===== config.mk =====
export PLATFORM = sky130hd
export DESIGN_NAME = pulse_discriminator_flat
export DESIGN_NICKNAME = d
export VERILOG_FILES = /design/src/rtl/pulse_discriminator_if.sv /design/src/rtl/pulse_discriminator.sv /design/src/flat_wrapper.sv
export SDC_FILE = /design/constraint.sdc
export NUM_CORES = 1
export LEC_CHECK = 0
export ABC_AREA = 1
export ABC_CLOCK_PERIOD_IN_PS = 9550
export CORE_MARGIN = 2
export CORE_UTILIZATION = 45
export DETAILED_ROUTE_END_ITERATION = 16
export PLACE_DENSITY = 0.67
export REMOVE_ABC_BUFFERS = 1
export SETUP_SLACK_MARGIN = 0.02
export SLEW_MARGIN = 20
export SYNTH_ARGS = -nofsm -noshare
export SYNTH_HDL_FRONTEND = slang
export SYNTH_SLANG_ARGS = --single-unit

===== constraint.sdc =====
create_clock -name CLK -period 9.55 [get_ports CLK]
set_input_delay 0.955 -clock CLK [delete_from_list [all_inputs] [get_ports CLK]]
set_output_delay 0.955 -clock CLK [all_outputs]
set_load 0.01 [all_outputs]

===== src/rtl/pulse_discriminator_if.sv =====
// Sample stream, discriminator configuration and trigger/ToT results for pulse_discriminator.
// master = upstream sample source / configuration owner, slave = the discriminator.
interface pulse_discriminator_if #(
  parameter int DATA_W = 12,
  parameter int TOT_W  = 16
);
  logic [DATA_W-1:0] ADC_DATA;
  logic              ADC_VALID;
  logic              ENABLE;
  logic [DATA_W-1:0] THRESHOLD;
  logic [DATA_W-1:0] HYSTERESIS;
  logic [TOT_W-1:0]  TOT_MIN;
  logic              EDGE_TRIGGER;
  logic              TOT_TRIGGER;
  logic [TOT_W-1:0]  TOT_LENGTH;
  logic              TOT_VALID;
  logic [DATA_W-1:0] BASELINE;
  logic              PULSE_ACTIVE;

  modport master (
    output ADC_DATA, ADC_VALID, ENABLE, THRESHOLD, HYSTERESIS, TOT_MIN,
    input  EDGE_TRIGGER, TOT_TRIGGER, TOT_LENGTH, TOT_VALID, BASELINE, PULSE_ACTIVE
  );

  modport slave (
    input  ADC_DATA, ADC_VALID, ENABLE, THRESHOLD, HYSTERESIS, TOT_MIN,
    output EDGE_TRIGGER, TOT_TRIGGER, TOT_LENGTH, TOT_VALID, BASELINE, PULSE_ACTIVE
  );
endinterface


===== src/rtl/pulse_discriminator.sv =====
// Baseline-tracking threshold discriminator with hysteresis, ToT measurement and post-pulse hold.
// Define NEG_POLARITY_EN to detect negative-going pulses (amplitude = baseline - sample).
module pulse_discriminator #(
  parameter int DATA_W       = 12,
  parameter int BASE_SHIFT   = 4,
  parameter int TOT_W        = 16,
  parameter int HOLD_SAMPLES = 8
) (
  input  logic CLK,
  input  logic RESET_N,
  pulse_discriminator_if.slave bus
);
  localparam int ACC_W  = DATA_W + BASE_SHIFT;
  localparam int HOLD_W = $clog2(HOLD_SAMPLES + 2);
  localparam logic [HOLD_W-1:0] HOLD_INIT = HOLD_W'(HOLD_SAMPLES);

  typedef enum logic [1:0] {IDLE, HIGH, HOLD} state_t;

  state_t              state;
  logic [ACC_W-1:0]    acc;
  logic                loaded;
  logic [TOT_W-1:0]    tot_cnt;
  logic [HOLD_W-1:0]   hold_cnt;
  logic                edge_q, tot_trig_q, tot_vld_q;
  logic [TOT_W-1:0]    tot_len_q;

  logic [DATA_W-1:0]   base, amp, rel;
  logic signed [DATA_W:0] diff;
  logic [ACC_W-1:0]    acc_next, acc_preload;

  assign base = acc[ACC_W-1:BASE_SHIFT];

`ifdef NEG_POLARITY_EN
  assign diff = $signed({1'b0, base}) - $signed({1'b0, bus.ADC_DATA});
`else
  assign diff = $signed({1'b0, bus.ADC_DATA}) - $signed({1'b0, base});
`endif

  assign amp = diff[DATA_W] ? '0 : diff[DATA_W-1:0];
  assign rel = (bus.THRESHOLD >= bus.HYSTERESIS) ? (bus.THRESHOLD - bus.HYSTERESIS) : '0;

  // Modular wrap of acc + sample is harmless: the final sum always fits ACC_W.
  assign acc_next    = acc + ACC_W'(bus.ADC_DATA) - ACC_W'(base);
  assign acc_preload = ACC_W'(bus.ADC_DATA) << BASE_SHIFT;

  always_ff @(posedge CLK) begin
    if (!RESET_N) begin
      state      <= IDLE;
      acc        <= '0;
      loaded     <= 1'b0;
      tot_cnt    <= '0;
      hold_cnt   <= '0;
      edge_q     <= 1'b0;
      tot_trig_q <= 1'b0;
      tot_vld_q  <= 1'b0;
      tot_len_q  <= '0;
    end else begin
      edge_q     <= 1'b0;
      tot_trig_q <= 1'b0;
      tot_vld_q  <= 1'b0;
      if (bus.ADC_VALID && !loaded) begin
        acc    <= acc_preload;
        loaded <= 1'b1;
      end else if (!bus.ENABLE) begin
        // Disarm discards any pulse in flight; baseline keeps following the input in IDLE.
        state    <= IDLE;
        tot_cnt  <= '0;
        hold_cnt <= '0;
        if (bus.ADC_VALID && state == IDLE) acc <= acc_next;
      end else if (bus.ADC_VALID) begin
        unique case (state)
          IDLE: begin
            if (amp >= bus.THRESHOLD) begin
              edge_q  <= 1'b1;
              tot_cnt <= TOT_W'(1);
              state   <= HIGH;
            end else begin
              acc <= acc_next;
            end
          end
          HIGH: begin
            if (amp >= rel) begin
              if (tot_cnt != '1) tot_cnt <= tot_cnt + TOT_W'(1);
            end else begin
              tot_len_q  <= tot_cnt;
              tot_vld_q  <= 1'b1;
              tot_trig_q <= (tot_cnt >= bus.TOT_MIN);
              hold_cnt   <= HOLD_INIT;
              state      <= (HOLD_SAMPLES == 0) ? IDLE : HOLD;
            end
          end
          HOLD: begin
            if (hold_cnt <= HOLD_W'(1)) begin
              hold_cnt <= '0;
              state    <= IDLE;
            end else begin
              hold_cnt <= hold_cnt - HOLD_W'(1);
            end
          end
          default: state <= IDLE;
        endcase
      end
    end
  end

  assign bus.EDGE_TRIGGER = edge_q;
  assign bus.TOT_TRIGGER  = tot_trig_q;
  assign bus.TOT_VALID    = tot_vld_q;
  assign bus.TOT_LENGTH   = tot_len_q;
  assign bus.BASELINE     = base;
  assign bus.PULSE_ACTIVE = (state == HIGH);
endmodule


===== src/flat_wrapper.sv =====
// flat-port wrapper written by rule: the top's interface ports become plain ports
module pulse_discriminator_flat 
#(
  parameter int DATA_W       = 12,
  parameter int BASE_SHIFT   = 4,
  parameter int TOT_W        = 16,
  parameter int HOLD_SAMPLES = 8
)
  (CLK, RESET_N, bus_ADC_DATA, bus_ADC_VALID, bus_ENABLE, bus_THRESHOLD, bus_HYSTERESIS, bus_TOT_MIN, bus_EDGE_TRIGGER, bus_TOT_TRIGGER, bus_TOT_LENGTH, bus_TOT_VALID, bus_BASELINE, bus_PULSE_ACTIVE);
  pulse_discriminator_if #(.DATA_W(DATA_W), .TOT_W(TOT_W)) bus_i ();
  input  logic CLK;
  input  logic RESET_N;
  input wire logic [$bits(bus_i.ADC_DATA)-1:0] bus_ADC_DATA;
  input wire logic [$bits(bus_i.ADC_VALID)-1:0] bus_ADC_VALID;
  input wire logic [$bits(bus_i.ENABLE)-1:0] bus_ENABLE;
  input wire logic [$bits(bus_i.THRESHOLD)-1:0] bus_THRESHOLD;
  input wire logic [$bits(bus_i.HYSTERESIS)-1:0] bus_HYSTERESIS;
  input wire logic [$bits(bus_i.TOT_MIN)-1:0] bus_TOT_MIN;
  output wire logic [$bits(bus_i.EDGE_TRIGGER)-1:0] bus_EDGE_TRIGGER;
  output wire logic [$bits(bus_i.TOT_TRIGGER)-1:0] bus_TOT_TRIGGER;
  output wire logic [$bits(bus_i.TOT_LENGTH)-1:0] bus_TOT_LENGTH;
  output wire logic [$bits(bus_i.TOT_VALID)-1:0] bus_TOT_VALID;
  output wire logic [$bits(bus_i.BASELINE)-1:0] bus_BASELINE;
  output wire logic [$bits(bus_i.PULSE_ACTIVE)-1:0] bus_PULSE_ACTIVE;
  assign bus_i.ADC_DATA = bus_ADC_DATA;
  assign bus_i.ADC_VALID = bus_ADC_VALID;
  assign bus_i.ENABLE = bus_ENABLE;
  assign bus_i.THRESHOLD = bus_THRESHOLD;
  assign bus_i.HYSTERESIS = bus_HYSTERESIS;
  assign bus_i.TOT_MIN = bus_TOT_MIN;
  assign bus_EDGE_TRIGGER = bus_i.EDGE_TRIGGER;
  assign bus_TOT_TRIGGER = bus_i.TOT_TRIGGER;
  assign bus_TOT_LENGTH = bus_i.TOT_LENGTH;
  assign bus_TOT_VALID = bus_i.TOT_VALID;
  assign bus_BASELINE = bus_i.BASELINE;
  assign bus_PULSE_ACTIVE = bus_i.PULSE_ACTIVE;
  pulse_discriminator #(.DATA_W(DATA_W), .BASE_SHIFT(BASE_SHIFT), .TOT_W(TOT_W), .HOLD_SAMPLES(HOLD_SAMPLES)) u_core (.CLK(CLK), .RESET_N(RESET_N), .bus(bus_i));
endmodule

==> results of run 1 <==
[synthesized netlist by cell type (2+ instances only)]
cell type,count
a21boi_0,2
a21oi_1,72
a31o_2,2
a31oi_1,2
and2_1,4
buf_2,4
buf_4,16
buf_6,3
clkbuf_1,8
clkbuf_2,2
dfxtp_1,58
fa_1,14
ha_1,83
inv_1,209
inv_2,3
nand2_1,279
nand2_2,3
nand3_1,69
nand4_1,15
nor2_1,114
nor2_2,2
nor2_4,4
nor3_1,15
nor4_1,4
o211ai_1,2
o21ai_0,42
o21ai_1,2
o21bai_1,3
o31ai_1,2
or2_2,9
xnor2_1,5
xor2_1,14
[layer usage]
layer	part of all wire, %	global-route usage (%)
met1	50	30.06
met3	3.2	2.139
met4	0.96	4.118
met5	0	0
met2	45	34.53
[area by class of cell]
class	count	share of cell area (%)
Clock buffer	11	3.231
Sequential cell	58	14.84
Tap cell	184	2.943
Clock inverter	3	0.5118
Multi-Input combinational cell	775	57.02
Inverter	213	10.22
Timing Repair Buffer	88	11.23
[critical path, delay by kind of cell]
| family | cells | cell delay (ps) |
|---|---|---|
| and+or+nand+nor | 16 | 2310 |
| adders and majority gates | 3 | 910 |
| buffers and inverters | 2 | 620 |
| AOI/OAI and AO/OA | 2 | 540 |
[report_power, final]
group,leakage [nW],internal (mW),switching (mW)
Clock,0.147,0.212,0.109
Combinational,3.55,0.655,1.05
Sequential,0.473,0.296,0.0768
Total,4.17,1.16,1.23
[state kept, by name (all words and copies together) (netlist names)]
| signal | flops |
|---|---|
| u_core.bus.TOT_TRIGGER | 1 |
| u_core.acc | 16 |
| u_core.state | 2 |
| u_core.tot_cnt | 16 |
| u_core.loaded | 1 |
| u_core.bus.EDGE_TRIGGER | 1 |
| u_core.bus.TOT_LENGTH | 16 |
| u_core.bus.TOT_VALID | 1 |
| u_core.hold_cnt | 4 |
[final timing paths]
check / end / slack [ps] / from / depth (start not counted)
worst max-delay path: u_core.acc[15]$_SDFFE_PN0P_ / 4420 / bus_ADC_DATA[0] / 23
worst min-delay path: u_core.acc[1]$_SDFFE_PP0P_ / 480 / u_core.acc[1]$_SDFFE_PP0P_ / 2
worst max register to register: u_core.acc[15]$_SDFFE_PN0P_ / 5230 / u_core.acc[6]$_SDFFE_PN0P_ / 22
worst min register to register: u_core.acc[1]$_SDFFE_PP0P_ / 480 / u_core.acc[1]$_SDFFE_PP0P_ / 2
[cells by family (layout without fill, tap and decap cells)]
| group | count (synthesis) | in the layout | synth area share [%] |
|---|---|---|---|
| and+or+nand+nor | 525 | 525 | 34.02 |
| buffers and inverters | 246 | 315 | 15.27 |
| AOI/OAI and AO/OA | 134 | 134 | 10.82 |
| adders and majority gates | 97 | 97 | 19.88 |
| DFF | 58 | 58 | 17.50 |
| xor gates and xnor gates | 19 | 19 | 2.508 |
[placed cells by master, fill, tap and decap left out, drive strengths merged, types with 2 or more instances in the layout]
cell type      Yosys  layout
nand2            283     283
inv              212     212
nor2             120     120
clkdlybuf4s50      0      87
ha                83      83
a21oi             72      72
nand3             71      71
dfxtp             58      58
o21ai             44      44
nand4             16      16
nor3              15      15
xor2              14      14
fa                14      14
clkbuf            10      11
or2                9       9
xnor2              5       5
nor4               4       4
and2               4       4
o21bai             3       3
clkinv             1       3
a31oi              2       2
o31ai              2       2
a21boi             2       2
a31o               2       2
o211ai             2       2
nand3b             2       2
[per-stage QoR]
step,total power [mW],hold slack [ps]
after floorplan,1.625,447.6
after detailed placement,2.067,468.5
after CTS,2.397,478.6
final,2.398,481.9
after global placement,2.051,461.5
after global routing,2.698,502.0
==> results.md, run 1 <==
- Status: completed
- Post_cts resized: 0
- Core area: 14480 um2
- Post-synth EDFFs: 0
- H-tree depth: 3
- Yosys warns: 0
- Ports: 88
- Clock buffer count from CTS: 9
- Dpl cells: 1318
- Setup total negative slack: 0 ps
- Layout cells sized above 1: 3.746%
- Post-Syn Area: ~6600 um2
- Worst Skew: 6.657 ps
- CP Launch Type: primary input
- Lkg Pwr: 4.169 nW
- Seq/Total Area, Yosys: 17.50%
- Worst setup margin: 4422 ps
- Drt drc: 0
- Most used DFF post-synth: dfxtp_1
- CTS tree: built
- Final Setup Violations: 0
- Final non-filler cell total: around 1300
- Clk_lat worst skew: 320 ps
- Drt via density: 4.888
- Share of the synthesized area in the top cell type: between 10% and 20%
- Synthesized flop and latch total: 58
- PortBufs: 87
- Dpl hpwl: 13090 um
- Post-DRT Antenna Nets: 0
- CP required: 9760 ps
- Fin crit share: a little over half
- GP Congestion: 0.9019
- Design Area, Final: 7823 um2
- Async SR Flop Fraction: 0%
- Avg Synthesized Cell Area: 6.149 um2
- Die width: ~130 um
- Final core occ: a little over half
- Min-Delay Path Class: flip-flop to flip-flop
- Register area: 1161 um2
- CP endpoint kind: flip-flop
- Starting Density: 45.83%
- FMAX: slightly below 200 MHz
- Post-CTS setup buffer count: 0
- Final net count: 1298
- Synth area leader: dfxtp_1
- Post-place setup slack: 4142 ps
- Ant diodes: 0
- CTS Sinks: 58
- Via count: 6511
- Post-synthesis cell count: 1079
- Multi-input logic area: 4461 um2
- Worst-Margin Slew: slightly above 1000 ps
- Placed Area: 7530 um2
- Fin. max-slew vios: 0
- Pin count of the biggest net entering global routing: 34
- Synth top area cells: dfxtp_1, nand2_1, ha_1
- Final wirelength: 16360 um
- Clock slew at reported path FFs: roughly 50 ps
- Gr usage total: 21.02%
- Gr ovfl total: 0
- Fillers: 1440
- PwrDens: approximately 300 nW/um2
- Final Hold Fails: 0
- WL/cell: between 10 and 15 um
- Rows: 44
- CTS root buf: clkbuf_16
- Die area: 15730 um2
- RSZ-0062 raised after global routing: false
- Initial antenna violation count: 0
- Max_slew headroom: ~32%
- Peak supply drop: roughly 0.12 mV
- First DRT Iteration DRCs: about 320
- Drt pass-1 iters: 7
- Vias in the first global route: 5952
- Most used cell, CP: nand2_1
- CP arrival: 5340 ps
- Maxcap violations: 0
- Die Ht: between 100 and 150 um
- Synth cell types: 45
- Post-cts hold buffer count: 0
- Crit Path Class: primary input to flip-flop
- Crit path time final: 5128 ps
- Max clock buf depth: 2
- Cell Chain, Critical Path: clkdlybuf4s50_1 -> inv_1 -> ha_1 -> fa_1 -> nor4_1 -> nor2_1 -> o21ai_0 -> nand2_1 -> nand2_1 -> nand2_1 -> nand2_1 -> nor2_1 -> ha_1 -> nand2_1 -> nor2_1 -> and2_1 -> nand2_1 -> nand3_1 -> nand2_1 -> nand2_1 -> nand2_1 -> o21ai_0 -> nor2_1
- CP max stage delay: approximately 530 ps
- Area delta synth->final: 17.90%
- First-pass GRT wire length: 28020 um
- Slowest CP cell: clkdlybuf4s50_1
- Worst-path maximum fanout: 20
Note: power is estimated with default switching activity, not from simulation.
==> run 2, diff against run 1 <==
ABC_CLOCK_PERIOD_IN_PS = 4650   (was 9550)
PLACE_DENSITY = 0.7   (was 0.67)
clock period = 4.65 ns   (was 9.55 ns; I/O delays follow)
==> run 2 against run 1 <==
  * Via count up 1.3%
  * Clock skew up 4.9 ps
  * Global-route usage up 0.20 points
  * Wire length up 1.5%
==> results.md, run 2 (same netlist as run 1, synthesis figures left out) <==
- WL/cell: 12.40 um (was 12.28 um)
- Ports: 88 (unchanged)
- CP endpoint kind: flip-flop (unchanged)
- Status: completed (unchanged)
- Most common cell after layout, fill and taps aside: nand2_1 (unchanged)
- Post_cts resized: 0 (unchanged)
- Worst-Margin Slew: 942.8 ps (was 1014 ps)
- Final net count: 1302 (was 1298)
- CTS Sinks: 58 (unchanged)
- PortBufs: 87 (unchanged)
- Dpl cells: 1322 (was 1318)
- Clock buffer count from CTS: 9 (unchanged)
- Most frequent cells in the layout: nand2_1, inv_1, nor2_1 (unchanged)
- Post-cts hold buffer count: 0 (unchanged)
- Starting Density: 45.83% (unchanged)
- Design Area, Final: 7854 um2 (was 7823 um2)
- Die Ht: 125.4 um (unchanged)
- Final Setup Violations: 0 (unchanged)
- Gr ovfl total: 0 (unchanged)
- CP arrival: 4370 ps (was 5340 ps)
- Crit path time final: 4140 ps
- Register area: 1161 um2 (unchanged)
- Min-Delay Path Class: flip-flop to flip-flop (unchanged)
- First DRT Iteration DRCs: 326 (was 323)
- Layout cells sized above 1: 4.246% (was 3.746%)
- Clk_lat worst skew: 340 ps (was 320 ps)
- Area delta synth->final: 18.37% (was 17.90%)
- Via count: 6597 (was 6511)
- Vias in the first global route: 6145 (was 5952)
- Multi-input logic area: 4461 um2 (unchanged)
- Initial antenna violation count: 0 (unchanged)
- H-tree depth: 3 (unchanged)
- Placed Area: 7572 um2 (was 7530 um2)
- Drt drc: 0 (unchanged)
- Peak supply drop: 0.2425 mV (was 0.1201 mV)
- CP Launch Type: primary input (unchanged)
- Drt via density: 4.930 (was 4.888)
- Ant diodes: 0 (unchanged)
- Fin crit share: 89.04%
- PwrDens: 621.6 nW/um2 (was 306.5 nW/um2)
- Dpl hpwl: 13410 um (was 13090 um)
- CP required: 4880 ps (was 9760 ps)
- Final Hold Fails: 0 (unchanged)
- Drt pass-1 iters: 5 (was 7)
- Fillers: 1492 (was 1440)
- GP Congestion: 0.9066 (was 0.9019)
- Max_slew headroom: 36.91% (was 32.16%)
- Post-CTS setup buffer count: 0 (unchanged)
- Final wirelength: 16600 um (was 16360 um)
- Worst Skew: 11.60 ps (was 6.657 ps)
- Rows: 44 (unchanged)
- Die width: 125.4 um (unchanged)
- Maxcap violations: 0 (unchanged)
- CTS tree: built (unchanged)
- Final non-filler cell total: 1338 (was 1332)
- Post-DRT Antenna Nets: 0 (unchanged)
- Max clock buf depth: 2 (unchanged)
- Clock slew at reported path FFs: 60 ps (was 50 ps)
- Gr usage total: 21.21% (was 21.02%)
- First-pass GRT wire length: 28090 um (was 28020 um)
- CTS root buf: clkbuf_16 (unchanged)
- Die area: 15730 um2 (unchanged)
- Core area: 14480 um2 (unchanged)
- Worst-path maximum fanout: 33 (was 20)
- RSZ-0062 raised after global routing: false (unchanged)
- Pin count of the biggest net entering global routing: 34 (unchanged)
- Fin. max-slew vios: 0 (unchanged)
- Crit Path Class: primary input to flip-flop (unchanged)
- Lkg Pwr: 4.180 nW (was 4.169 nW)
- FMAX: 241.5 MHz
- Hold_ws: 492.8 ps (was 481.9 ps)
- Setup total negative slack: 0 ps (unchanged)
run 2: cell types whose count changed in the layout (fill, tap and decap cells not counted), sizes merged:
cell      before  now
buf            1    5
clkbuf        11   10
clkinvlp       0    2
clkinv         3    5
bufinv         1    0
run 2: metrics by stage:
| step | total power, mW | worst slack (ps) | util [%] |
|---|---|---|---|
| floorplan | 3.338 | 897.1 | - |
| global placement | 4.202 | 256.4 | 52.30 |
| detailed placement | 4.255 | 150.9 | 52.30 |
| CTS | 4.905 | 504.6 | 54.24 |
| global route | 5.513 | 144.5 | 54.24 |
| finish | 4.882 | 509.6 | 54.24 |
run 2: metal layers:
metal	up-vias	part of all wire [%]	track usage (%)
met2	121	46	35.61
met5	-	0	0
met4	0	1.3	5.490
met3	18	3.1	2.439
met1	2936	50	28.98
li1	3522	-	-
run 2: final cells by class:
cell class	instances	area share (%)
Tap cell	184	2.931
Sequential cell	58	14.78
Clock inverter	6	0.5417
Inverter	213	10.18
Clock buffer	10	3.043
Multi-Input combinational cell	775	56.79
Timing Repair Buffer	92	11.73
run 2: power breakdown:
part / internal, mW / switching, mW / leakage (nW)
clock: 0.374 / 0.251 / 0.134
combinational: 1.37 / 2.13 / 3.57
sequential: 0.607 / 0.156 / 0.473
total: 2.35 / 2.53 / 4.18
run 2: final timing paths:
check	startpoint	end	slack [ps]	depth (start not counted)
worst min-delay path	u_core.acc[1]$_SDFFE_PP0P_	u_core.acc[1]$_SDFFE_PP0P_	490	2
worst max register to register	u_core.acc[4]$_SDFFE_PN0P_	u_core.bus.TOT_LENGTH[8]$_SDFFE_PN0P_	880	18
worst min register to register	u_core.acc[1]$_SDFFE_PP0P_	u_core.acc[1]$_SDFFE_PP0P_	490	2
worst max-delay path	bus_THRESHOLD[0]	u_core.bus.TOT_LENGTH[8]$_SDFFE_PN0P_	510	20
run 2: critical path, stage by stage:
cell and delay [ps]:
clkdlybuf4s50_1 490, inv_1 50, ha_1 200, fa_1 400, o21ai_0 350, a21boi_0 210, o21ai_0 310, a21oi_1 140
nand2_1 80, nand3_1 80, ha_1 290, nand2_1 90, inv_1 40, nand2_1 50, nand2_1 40, a21oi_1 210
nand3_2 140, nand3b_4 420, nor2_1 230, nor2_1 60
==> run 3, diff against run 2 <==
CAP_MARGIN = 20   (was not set)
==> results of run 3 <==
The final DEF is identical to that of run 2; final timing and power are the same.
